==> config.mk <==
export PLATFORM = sky130hd
export DESIGN_NAME = eth_latency_ping_scheduler
export DESIGN_NICKNAME = d
export VERILOG_FILES = /design/src/rtl/eth_latency_ping_scheduler.sv
export SDC_FILE = /design/constraint.sdc
export NUM_CORES = 1
export LEC_CHECK = 0
export ABC_AREA = 1
export BUFFER_PORTS_ARGS = -buffer_cell sky130_fd_sc_hd__buf_4
export CAP_MARGIN = 20
export CORE_ASPECT_RATIO = 1.25
export CORE_MARGIN = 4
export CORE_UTILIZATION = 50
export DETAILED_ROUTE_END_ITERATION = 7
export PLACE_DENSITY = 0.82
export SYNTH_ARGS = -nofsm -noshare
export SYNTH_HDL_FRONTEND = slang
export SYNTH_SLANG_ARGS = --single-unit
==> constraint.sdc <==
create_clock -name clk -period 3.7 [get_ports clk]
set_clock_uncertainty 0.15 [all_clocks]
set_input_delay 0.185 -clock clk [delete_from_list [all_inputs] [get_ports clk]]
set_output_delay 0.185 -clock clk [all_outputs]
set_load 0.02 [all_outputs]
==> src/rtl/eth_latency_ping_scheduler.sv <==
// Ping/pong sequencer for the Ethernet latency measurer.
// Optional macro ETH_LATENCY_SEQ_CHECK_EN: accept rx strobes only for the current sequence.
module eth_latency_ping_scheduler #(
  parameter int C_TIME_WIDTH = 32,
  parameter int C_SEQ_WIDTH  = 64
) (
  input  logic                    clk,
  input  logic                    rst_n,
  input  logic                    enable,
  input  logic                    srst,
  input  logic [C_TIME_WIDTH-1:0] delay,
  input  logic [C_TIME_WIDTH-1:0] timeout,
  output logic                    tx_req,
  output logic [C_SEQ_WIDTH-1:0]  tx_seq,
  input  logic                    tx_ack,
  input  logic                    rx_ping,
  input  logic [C_SEQ_WIDTH-1:0]  rx_ping_seq,
  input  logic                    rx_pong,
  input  logic [C_SEQ_WIDTH-1:0]  rx_pong_seq,
  output logic [C_SEQ_WIDTH-1:0]  ping_count,
  output logic [C_TIME_WIDTH-1:0] ping_time,
  output logic [C_TIME_WIDTH-1:0] pong_time,
  output logic [C_SEQ_WIDTH-1:0]  pings_lost,
  output logic [C_SEQ_WIDTH-1:0]  pongs_lost,
  output logic                    result_valid
);

  localparam int TW = C_TIME_WIDTH;
  localparam int SW = C_SEQ_WIDTH;
  localparam logic [TW-1:0] T_ONE  = TW'(1);
  localparam logic [TW:0]   TX_ONE = (TW+1)'(1);
  localparam logic [SW-1:0] S_ONE  = SW'(1);

  typedef enum logic [1:0] {
    IDLE, SEND, WAIT_PONG, WAIT_DELAY
  } state_t;

  state_t state, state_nxt;

  logic [TW-1:0] elapsed;
  logic [TW-1:0] interval;
  logic [TW-1:0] ping_mark;
  logic          ping_seen;

  logic          hs;
  logic          ping_hit;
  logic          pong_hit;
  logic          in_pong;
  logic          ping_acc;
  logic          pong_acc;
  logic          tmo_hit;
  logic          dly_hit;
  logic [TW:0]   elapsed_p1;
  logic [TW:0]   interval_p1;
  logic [TW:0]   tmo_lim;
  logic [TW:0]   dly_lim;

`ifdef ETH_LATENCY_SEQ_CHECK_EN
  logic [SW-1:0] cur_seq;
  assign cur_seq  = ping_count - S_ONE;
  assign ping_hit = rx_ping && (rx_ping_seq == cur_seq);
  assign pong_hit = rx_pong && (rx_pong_seq == cur_seq);
`else
  logic unused_seq;
  assign unused_seq = ^{rx_ping_seq, rx_pong_seq};
  assign ping_hit   = rx_ping;
  assign pong_hit   = rx_pong;
`endif

  // Limits of zero behave as one; compare one bit wider so +1 never wraps.
  always_comb begin
    elapsed_p1  = {1'b0, elapsed} + TX_ONE;
    interval_p1 = {1'b0, interval} + TX_ONE;
    tmo_lim     = (timeout == '0) ? TX_ONE : {1'b0, timeout};
    dly_lim     = (delay == '0) ? TX_ONE : {1'b0, delay};
  end

  assign hs       = tx_req && tx_ack;
  assign in_pong  = (state == WAIT_PONG) && enable;
  assign ping_acc = in_pong && ping_hit && !ping_seen;
  assign pong_acc = in_pong && pong_hit && ping_seen;
  assign tmo_hit  = in_pong && (elapsed_p1 >= tmo_lim) && !pong_acc;
  assign dly_hit  = (state == WAIT_DELAY) && (interval_p1 >= dly_lim);

  always_ff @(posedge clk or negedge rst_n) begin
    if (!rst_n) begin
      state <= IDLE;
    end else if (srst) begin
      state <= IDLE;
    end else begin
      state <= state_nxt;
    end
  end

  always_comb begin
    state_nxt = state;
    unique case (state)
      IDLE: begin
        if (enable) state_nxt = SEND;
      end
      SEND: begin
        if (hs) state_nxt = enable ? WAIT_PONG : IDLE;
      end
      WAIT_PONG: begin
        if (!enable)
          state_nxt = IDLE;
        else if (pong_acc || tmo_hit)
          state_nxt = WAIT_DELAY;
      end
      WAIT_DELAY: begin
        if (!enable)
          state_nxt = IDLE;
        else if (dly_hit)
          state_nxt = SEND;
      end
      default: state_nxt = IDLE;
    endcase
  end

  always_comb begin
    tx_req = 1'b0;
    tx_seq = '0;
    if (state == SEND) begin
      tx_req = 1'b1;
      tx_seq = ping_count;
    end
  end

  always_ff @(posedge clk or negedge rst_n) begin
    if (!rst_n) begin
      ping_count   <= '0;
      ping_time    <= '0;
      pong_time    <= '0;
      pings_lost   <= '0;
      pongs_lost   <= '0;
      result_valid <= 1'b0;
      elapsed      <= '0;
      interval     <= '0;
      ping_mark    <= '0;
      ping_seen    <= 1'b0;
    end else if (srst) begin
      ping_count   <= '0;
      ping_time    <= '0;
      pong_time    <= '0;
      pings_lost   <= '0;
      pongs_lost   <= '0;
      result_valid <= 1'b0;
      elapsed      <= '0;
      interval     <= '0;
      ping_mark    <= '0;
      ping_seen    <= 1'b0;
    end else begin
      result_valid <= pong_acc || tmo_hit;
      if (hs) begin
        ping_count <= ping_count + S_ONE;
        elapsed    <= '0;
        interval   <= '0;
        ping_seen  <= 1'b0;
      end else if (state == WAIT_PONG) begin
        if (!(&elapsed))  elapsed  <= elapsed + T_ONE;
        if (!(&interval)) interval <= interval + T_ONE;
      end else if (state == WAIT_DELAY) begin
        if (!(&interval)) interval <= interval + T_ONE;
      end
      if (ping_acc) begin
        ping_seen <= 1'b1;
        ping_time <= elapsed;
        ping_mark <= elapsed;
      end
      if (pong_acc) begin
        pong_time <= elapsed - ping_mark;
      end
      // Timeout overrides a ping accepted in the same cycle.
      if (tmo_hit) begin
        if (!ping_seen) begin
          pings_lost <= pings_lost + S_ONE;
          ping_time  <= '1;
          pong_time  <= '1;
        end else begin
          pongs_lost <= pongs_lost + S_ONE;
          pong_time  <= '1;
        end
      end
    end
  end

endmodule

==> results_dict.tcl, run 1 <==
set metrics [dict create \
    grt_max_degree 91 \
    reg2reg_from "elapsed[1]" \
    row_count 90 \
    maxSlewViolCount 0 \
    cp_slowest_cell "dfrtp_1" \
    combPwrFrac_pct 9.9 \
    critical_path_buf_inv_count 4 \
    preCtsSetupSlack_ns -0.262 \
    gp_congestion 1.02 \
    cts_tree "done" \
    die-height_um 257 \
    routedWlPerCell_um 20.2 \
    nNetsFinal 4382 \
    fin_crit_sh_pct 101 \
    reg2regPathDepth 25 \
    ff_latch_area_um2 8910 \
    yosysSeqAreaShare_pct 35.9 \
    rrSetupSlack_ns -0.05 \
    grt_first_pass_wirelength_mm 146 \
    p_int_mw 6.68 \
    timing_hold_violations_final 0 \
    worst_setup_path_start_kind "flip-flop" \
    drive_above_1_share_pct 18.2 \
    fp.coreArea_um2 48600 \
    totalNegativeSetupSlack_ns -1.95 \
    synthAdderAreaFrac_pct 5.13 \
    timing.rr.end "pong_time[6]" \
    ys_types 47 \
    synth_top_family_by_area "simple AND/OR/NAND/NOR gates" \
    timing.final.ws_setup_ns -0.0521 \
    dr_total_vias 27600 \
    setup_viol 82 \
    cts_made_buffers 40 \
    root_buffer "clkbuf_16" \
    peakVddDrop_mv 0.281 \
    yosysWarnings 0 \
    synth_compound_area_share_pct 10.8 \
    hold_slack_ns 0.0189 \
    syn_area_um2 24800 \
    critPathCaptureType "flip-flop" \
    drtIter0Drc 3030 \
    p_per_area_nw_per_um2 288 \
    portBuffers 392 \
    final_cell_area_um2 31700 \
    tightestPinTransition_ns 0.888 \
    synth-edff-count 0 \
    syn_nets 3873 \
    ios 521 \
    cts.clk_slew.worst_paths_ns 0.06 \
    min_path_type "primary input to asynchronous set/reset pin" \
    p_leak_nw 15.7 \
    clk_path_buf_depth 3 \
    crit_family "simple AND/OR/NAND/NOR gates" \
    switchingPower_mw 2.43 \
    dieArea_um2 53200 \
    arrival_ns 4.05 \
    htreeDepth 2 \
    synth_xor_area_share_pct 5.83 \
    synth.avg_cell_area_um2 6.94 \
    ys_ff_latch 356 \
    multi_input_area_um2 13800 \
    seqPwrFrac_pct 43.4 \
    synth_top_area_share_pct 35.9 \
    critical-path-max-stage-delay_ns 0.40 \
    area_growth_pct 27.7 \
    post-route-min-period_ns 3.75 \
    yosys.area.top_type "dfrtp_1" \
    initial_core_util_pct 50.9 \
    synth_simple_gate_area_share_pct 32.2 \
    hpwl_mm 72.6 \
    antenna_found_initial 3 \
    ant_nets 0 \
    slew_headroom_pct 40.3 \
    synthCells 3573 \
    grtUsageTotal_pct 33.9 \
    grt_pass1_vias 26400 \
    synth_mux_area_share_pct 0 \
    drc 0 \
    place_area_um2 29300 \
    status "complete, but fails checks" \
    fp.dieW_um 207 \
    synth_ff_type "dfrtp_1" \
    cap_violations 0 \
    violations "negative setup slack" \
    gr-total-overflow 0 \
    firstDrtPassIters 5 \
    clock_power_share_pct 46.6 \
    fmax_mhz 267 \
    cp_max_fo 17 \
    switching_share_pct 26.7 \
    critPathRequiredTime_ns 3.99 \
    synth_area_leaders "dfrtp_1 36%, nand2_1 12%, inv_1 8.0%" \
    rsz0062_at_grt "true" \
    insertion_delay_ns 0.57 \
    worstSetupPathType "flip-flop to flip-flop" \
    cts_num_sinks 356 \
    via_per_inst 5.79 \
    n_fill_cell 4252 \
    wl_mm 96.3 \
    synthArstFlopShare_pct 100 \
]
==> placed cells by master (no fill, tap or decap), drive strengths merged, types with 2 or more instances in the layout <==
cell type	netlist	layout
nand2	804	804
a31oi	8	8
a21oi	137	137
nor4	55	55
nor3	133	133
xor2	152	152
o21bai	12	12
a211oi	5	5
nor2	419	419
nand3b	12	12
ha	100	100
o21ai	238	238
clkbuf	64	68
dlygate4sd3	0	5
or2	5	5
a21o	7	7
inv	535	536
clkinv	0	9
nor4b	2	2
dfrtp	356	356
nand3	211	211
xnor2	13	13
o211ai	2	2
nand4	161	161
o21a	11	11
bufinv	0	4
nor3b	8	8
and2	2	2
a221oi	2	2
buf	42	559
and3	3	3
o22ai	68	68
==> synthesized netlist by cell type, types with 25 or more instances <==
| cell | number |
|---|---|
| a21oi_1 | 136 |
| buf_2 | 25 |
| clkbuf_1 | 64 |
| dfrtp_1 | 356 |
| ha_1 | 100 |
| inv_1 | 527 |
| nand2_1 | 795 |
| nand3_1 | 210 |
| nand4_1 | 161 |
| nor2_1 | 406 |
| nor3_1 | 132 |
| nor4_1 | 55 |
| o21ai_0 | 165 |
| o21ai_1 | 73 |
| o22ai_1 | 68 |
| xor2_1 | 152 |
==> final cells by class <==
| type | count | area share, % |
|---|---|---|
| Antenna cell | 1 | 0.00791 |
| Clock buffer | 59 | 3.74 |
| Clock inverter | 15 | 0.585 |
| Inverter | 535 | 6.36 |
| Multi-Input combinational cell | 2576 | 43.7 |
| Sequential cell | 356 | 28.1 |
| Tap cell | 644 | 2.55 |
| Timing Repair Buffer | 573 | 15.0 |
==> sequential cells by signal, indices dropped and copies added (netlist names) <==
register / count
ping_count: 64
pings_lost: 64
pongs_lost: 64
elapsed: 32
interval: 32
ping_mark: 32
ping_time: 32
pong_time: 32
state: 2
ping_seen: 1
result_valid: 1
==> per-stage QoR <==
stage | util [%] | cells | power (mW)
5_1_grt | 65.1 | 4759 | 9.39
4_1_cts | 63.6 | 4735 | 9.11
3_5_place_dp | 60.3 | 4646 | 4.89
6_report | 65.1 | 4759 | 9.12
2_1_floorplan | - | 3573 | 4.47
3_3_place_gp | 60.3 | 4646 | 4.88
==> cells by family (layout without fill, tap and decap cells) <==
kind of cell	count (synthesis)	after routing
adders and majority gates	101	101
and+or+nand+nor	1816	1816
AOI/OAI and AO/OA	494	494
xor gates and xnor gates	165	165
buffers and inverters	641	1182
DFF	356	356
other	0	1
==> worst reg2reg max path, delay by kind of cell, from the launching register on <==
kind / cells / cell delay [ns]
AOI/OAI and AO/OA: 2 / 0.34
DFF: 1 / 0.40
buffers and inverters: 4 / 0.50
adders and majority gates: 2 / 0.56
xor gates and xnor gates: 1 / 0.18
and+or+nand+nor: 16 / 1.52
==> metal layers <==
metal	vias up	routed length [µm]	track usage, %
li1	12800	-	-
met1	12900	37100	43.7
met2	1576	44300	55.6
met3	330	9540	6.44
met4	4	5380	15.6
met5	-	15	0
==> worst max path at each step <==
stage	from	endpoint	slack [ns]	depth (start not counted)
after floorplan	elapsed[0]	pongs_lost[19]	0.20	26
after global placement	elapsed[0]	pongs_lost[12]	-0.21	22
after detailed placement	elapsed[0]	pongs_lost[10]	-0.26	22
after CTS	elapsed[8]	pongs_lost[28]	-0.01	23
after global routing	elapsed[1]	pong_time[8]	-0.27	25
final	elapsed[1]	pong_time[6]	-0.05	25
==> power groups by stage <==
stage / sequential (mW) / clock (mW) / combinational, mW
floorplan: 4.05 / 0 / 0.428
global placement: 4.03 / 0 / 0.850
detailed placement: 4.03 / 0 / 0.858
CTS: 3.96 / 4.27 / 0.881
global route: 3.96 / 4.45 / 0.984
finish: 3.96 / 4.25 / 0.907
==> timing repair <==
item | 4_1_cts | 5_1_grt
gates resized for setup | 33 | 98
setup buffers | 9 | 15
cloned | 1 | 10
hold buffers | 5 | 0
endpoints found under the hold margin | 284 | 0
pin swaps | 9 | 42
setup endpoints to repair | 195 | 195
Power figures use the tool's default switching activity.
==> run 2, diff against run 1 <==
--- a/config.mk
+++ b/config.mk
@@ -12,6 +12,7 @@
 export CORE_MARGIN = 4
 export CORE_UTILIZATION = 50
 export DETAILED_ROUTE_END_ITERATION = 7
+export GPL_TIMING_DRIVEN = 0
 export PLACE_DENSITY = 0.82
 export SYNTH_ARGS = -nofsm -noshare
 export SYNTH_HDL_FRONTEND = slang
==> results_dict.tcl, run 2 (same netlist as run 1, synthesis figures left out) <==
set metrics [dict create \
    hold_slack_ns -0.00912 \
    cpMostUsedCell "nand2_1" \
    final_common_cell "nand2_1" \
    grt_pass1_vias 27200 \
    gp_congestion 1.02 \
    fp.dieW_um 207 \
    fin_util_pct 67.6 \
    grtUsageTotal_pct 36.9 \
    htreeDepth 2 \
    critical-path-max-stage-delay_ns 0.50 \
    ios 521 \
    firstDrtPassIters 8 \
    peakVddDrop_mv 0.309 \
    cap_violations 0 \
    switching_share_pct 27.8 \
    fp.coreArea_um2 48600 \
    hpwl_mm 78.5 \
    cts_num_sinks 356 \
    row_count 90 \
    slew_headroom_pct 23.8 \
    crit_family "simple AND/OR/NAND/NOR gates" \
    grt_first_pass_wirelength_mm 156 \
    n_antenna_cell 0 \
    area_growth_pct 32.6 \
    nNetsFinal 4416 \
    clock_power_share_pct 45.8 \
    p_int_mw 6.69 \
    routedWlPerCell_um 22.2 \
    switchingPower_mw 2.57 \
    initial_core_util_pct 50.9 \
    fin_crit_sh_pct 112 \
    worstSetupPathType "flip-flop to flip-flop" \
    tightestPinTransition_ns 1.14 \
    grt_max_degree 119 \
    gr-total-overflow 0 \
    cts_tree "done" \
    top_regs "ping_count: 64 flops, pings_lost: 64 flops, pongs_lost: 64 flops" \
    antenna_found_initial 0 \
    totalNegativeSetupSlack_ns -69.17 \
    preCtsSetupSlack_ns -1.19 \
    cts.clk_slew.worst_paths_ns 0.06 \
    insertion_delay_ns 0.59 \
    instances_no_fill 4791 \
    p_leak_nw 15.9 \
    drive_above_1_share_pct 21.7 \
    drtIter0Drc 3094 \
    p_per_area_nw_per_um2 282 \
    timing_hold_violations_final 5 \
    maxSlewViolCount 0 \
    min_path_type "primary input to asynchronous set/reset pin" \
    critical_path_buf_inv_count 4 \
    layout_common_cells "748 x nand2_1, 515 x inv_1, 449 x buf_4, 379 x nor2_1, 351 x dfrtp_1" \
    status "complete, but fails checks" \
    cp_max_fo 7 \
    arrival_ns 4.45 \
    power.total_mw 9.26 \
    critPathRequiredTime_ns 4.01 \
    placed_cells 4611 \
    combPwrFrac_pct 11.4 \
    portBuffers 391 \
    drc 1 \
    fmax_mhz 242 \
    die-height_um 257 \
    final_cell_area_um2 32900 \
    timing.final.ws_setup_ns -0.439 \
    setup_viol 195 \
    clk_path_buf_depth 3 \
    violations "design-rule violations, negative hold slack, negative setup slack" \
    worst_setup_path_start_kind "flip-flop" \
    ant_nets 0 \
    post-route-min-period_ns 4.14 \
    dr_total_vias 28500 \
    root_buffer "clkbuf_16" \
    critPathCaptureType "flip-flop" \
    place_area_um2 28600 \
    rsz0062_at_grt "true" \
    cp_slowest_cell "dfrtp_1" \
    via_per_inst 5.95 \
    rrSetupSlack_ns -0.44 \
    wl_mm 106 \
    cts_made_buffers 40 \
    crit_chain "inv_1 -> nor3_2 -> nand2_1 -> nor4_1 -> nand2_1 -> xor2_1 -> ha_1 -> nand2_1 -> nor2_1 -> nand3_1 -> nor2_1 -> nand3_1 -> nand3_2 -> nor2_4 -> nand2_2 -> nand2_4 -> nor2_4 -> buf_12 -> nand2_8 -> buf_8 -> clkbuf_16 -> nand3_2 -> nand2_1" \
    dieArea_um2 53200 \
    seqPwrFrac_pct 42.8 \
]
==> run 2: cell count changes in the layout (fill, tap and decap cells not counted), moves of 14 or more <==
cell and delta:
buf_4 -84, clkbuf_1 +55, o21ai_2 +52, nand3_1 -39, nand2_1 -38, nand3_2 +38, nand2_2 +34, a21oi_1 -33
a21oi_2 +27, buf_8 +27, o21ai_0 -27, o21ai_1 -25, buf_6 +14
==> run 2: final timing paths <==
check                               from              to  cells past startpoint
min reg2reg                pong_time[26]   pong_time[26]                      2
max in group asynchronous          rst_n   pings_lost[6]                      3
max                          elapsed[22]  pongs_lost[60]                     23
min in group clk                  tx_ack        state[0]                      7
min                                rst_n   ping_time[25]                      2
max reg2reg                  elapsed[22]  pongs_lost[60]                     23
==> run 2: area by class of cell <==
class | count | area [µm²]
clock inverter | 13 | 159
inverter | 535 | 2020
multi-input combinational | 2577 | 14600
fill | 4185 | 15800
clock buffer | 60 | 1200
sequential | 356 | 8910
timing repair buffer | 504 | 4350
buffer | 102 | 768
tap | 644 | 806
==> run 2: per-layer routing <==
layer / track usage (%) / routed length, µm / up-vias
met5: 0 / 0 / -
met4: 19.2 / 7250 / 0
met3: 8.28 / 10700 / 423
met2: 59.9 / 48500 / 1729
met1: 46.4 / 39700 / 13500
li1: - / - / 12900
==> run 2: what timing repair did <==
item / CTS / global route
hold buffers: 3 / 0
endpoints found under the hold margin: 233 / 0
cloned: 15 / 10
pin swaps: 31 / 71
setup endpoints to repair: 195 / 195
gates resized for setup: 271 / 224
buffers inserted: 47 / 36
==> run 2: power by group through the flow <==
| stage | sequential [mW] | clock [mW] | combinational [mW] |
|---|---|---|---|
| 6_report | 3.96 | 4.24 | 1.06 |
| 5_1_grt | 3.96 | 4.38 | 1.14 |
| 4_1_cts | 3.96 | 4.23 | 0.970 |
| 3_5_place_dp | 4.03 | 0 | 0.894 |
| 3_3_place_gp | 4.03 | 0 | 0.873 |
| 2_1_floorplan | 4.05 | 0 | 0.428 |
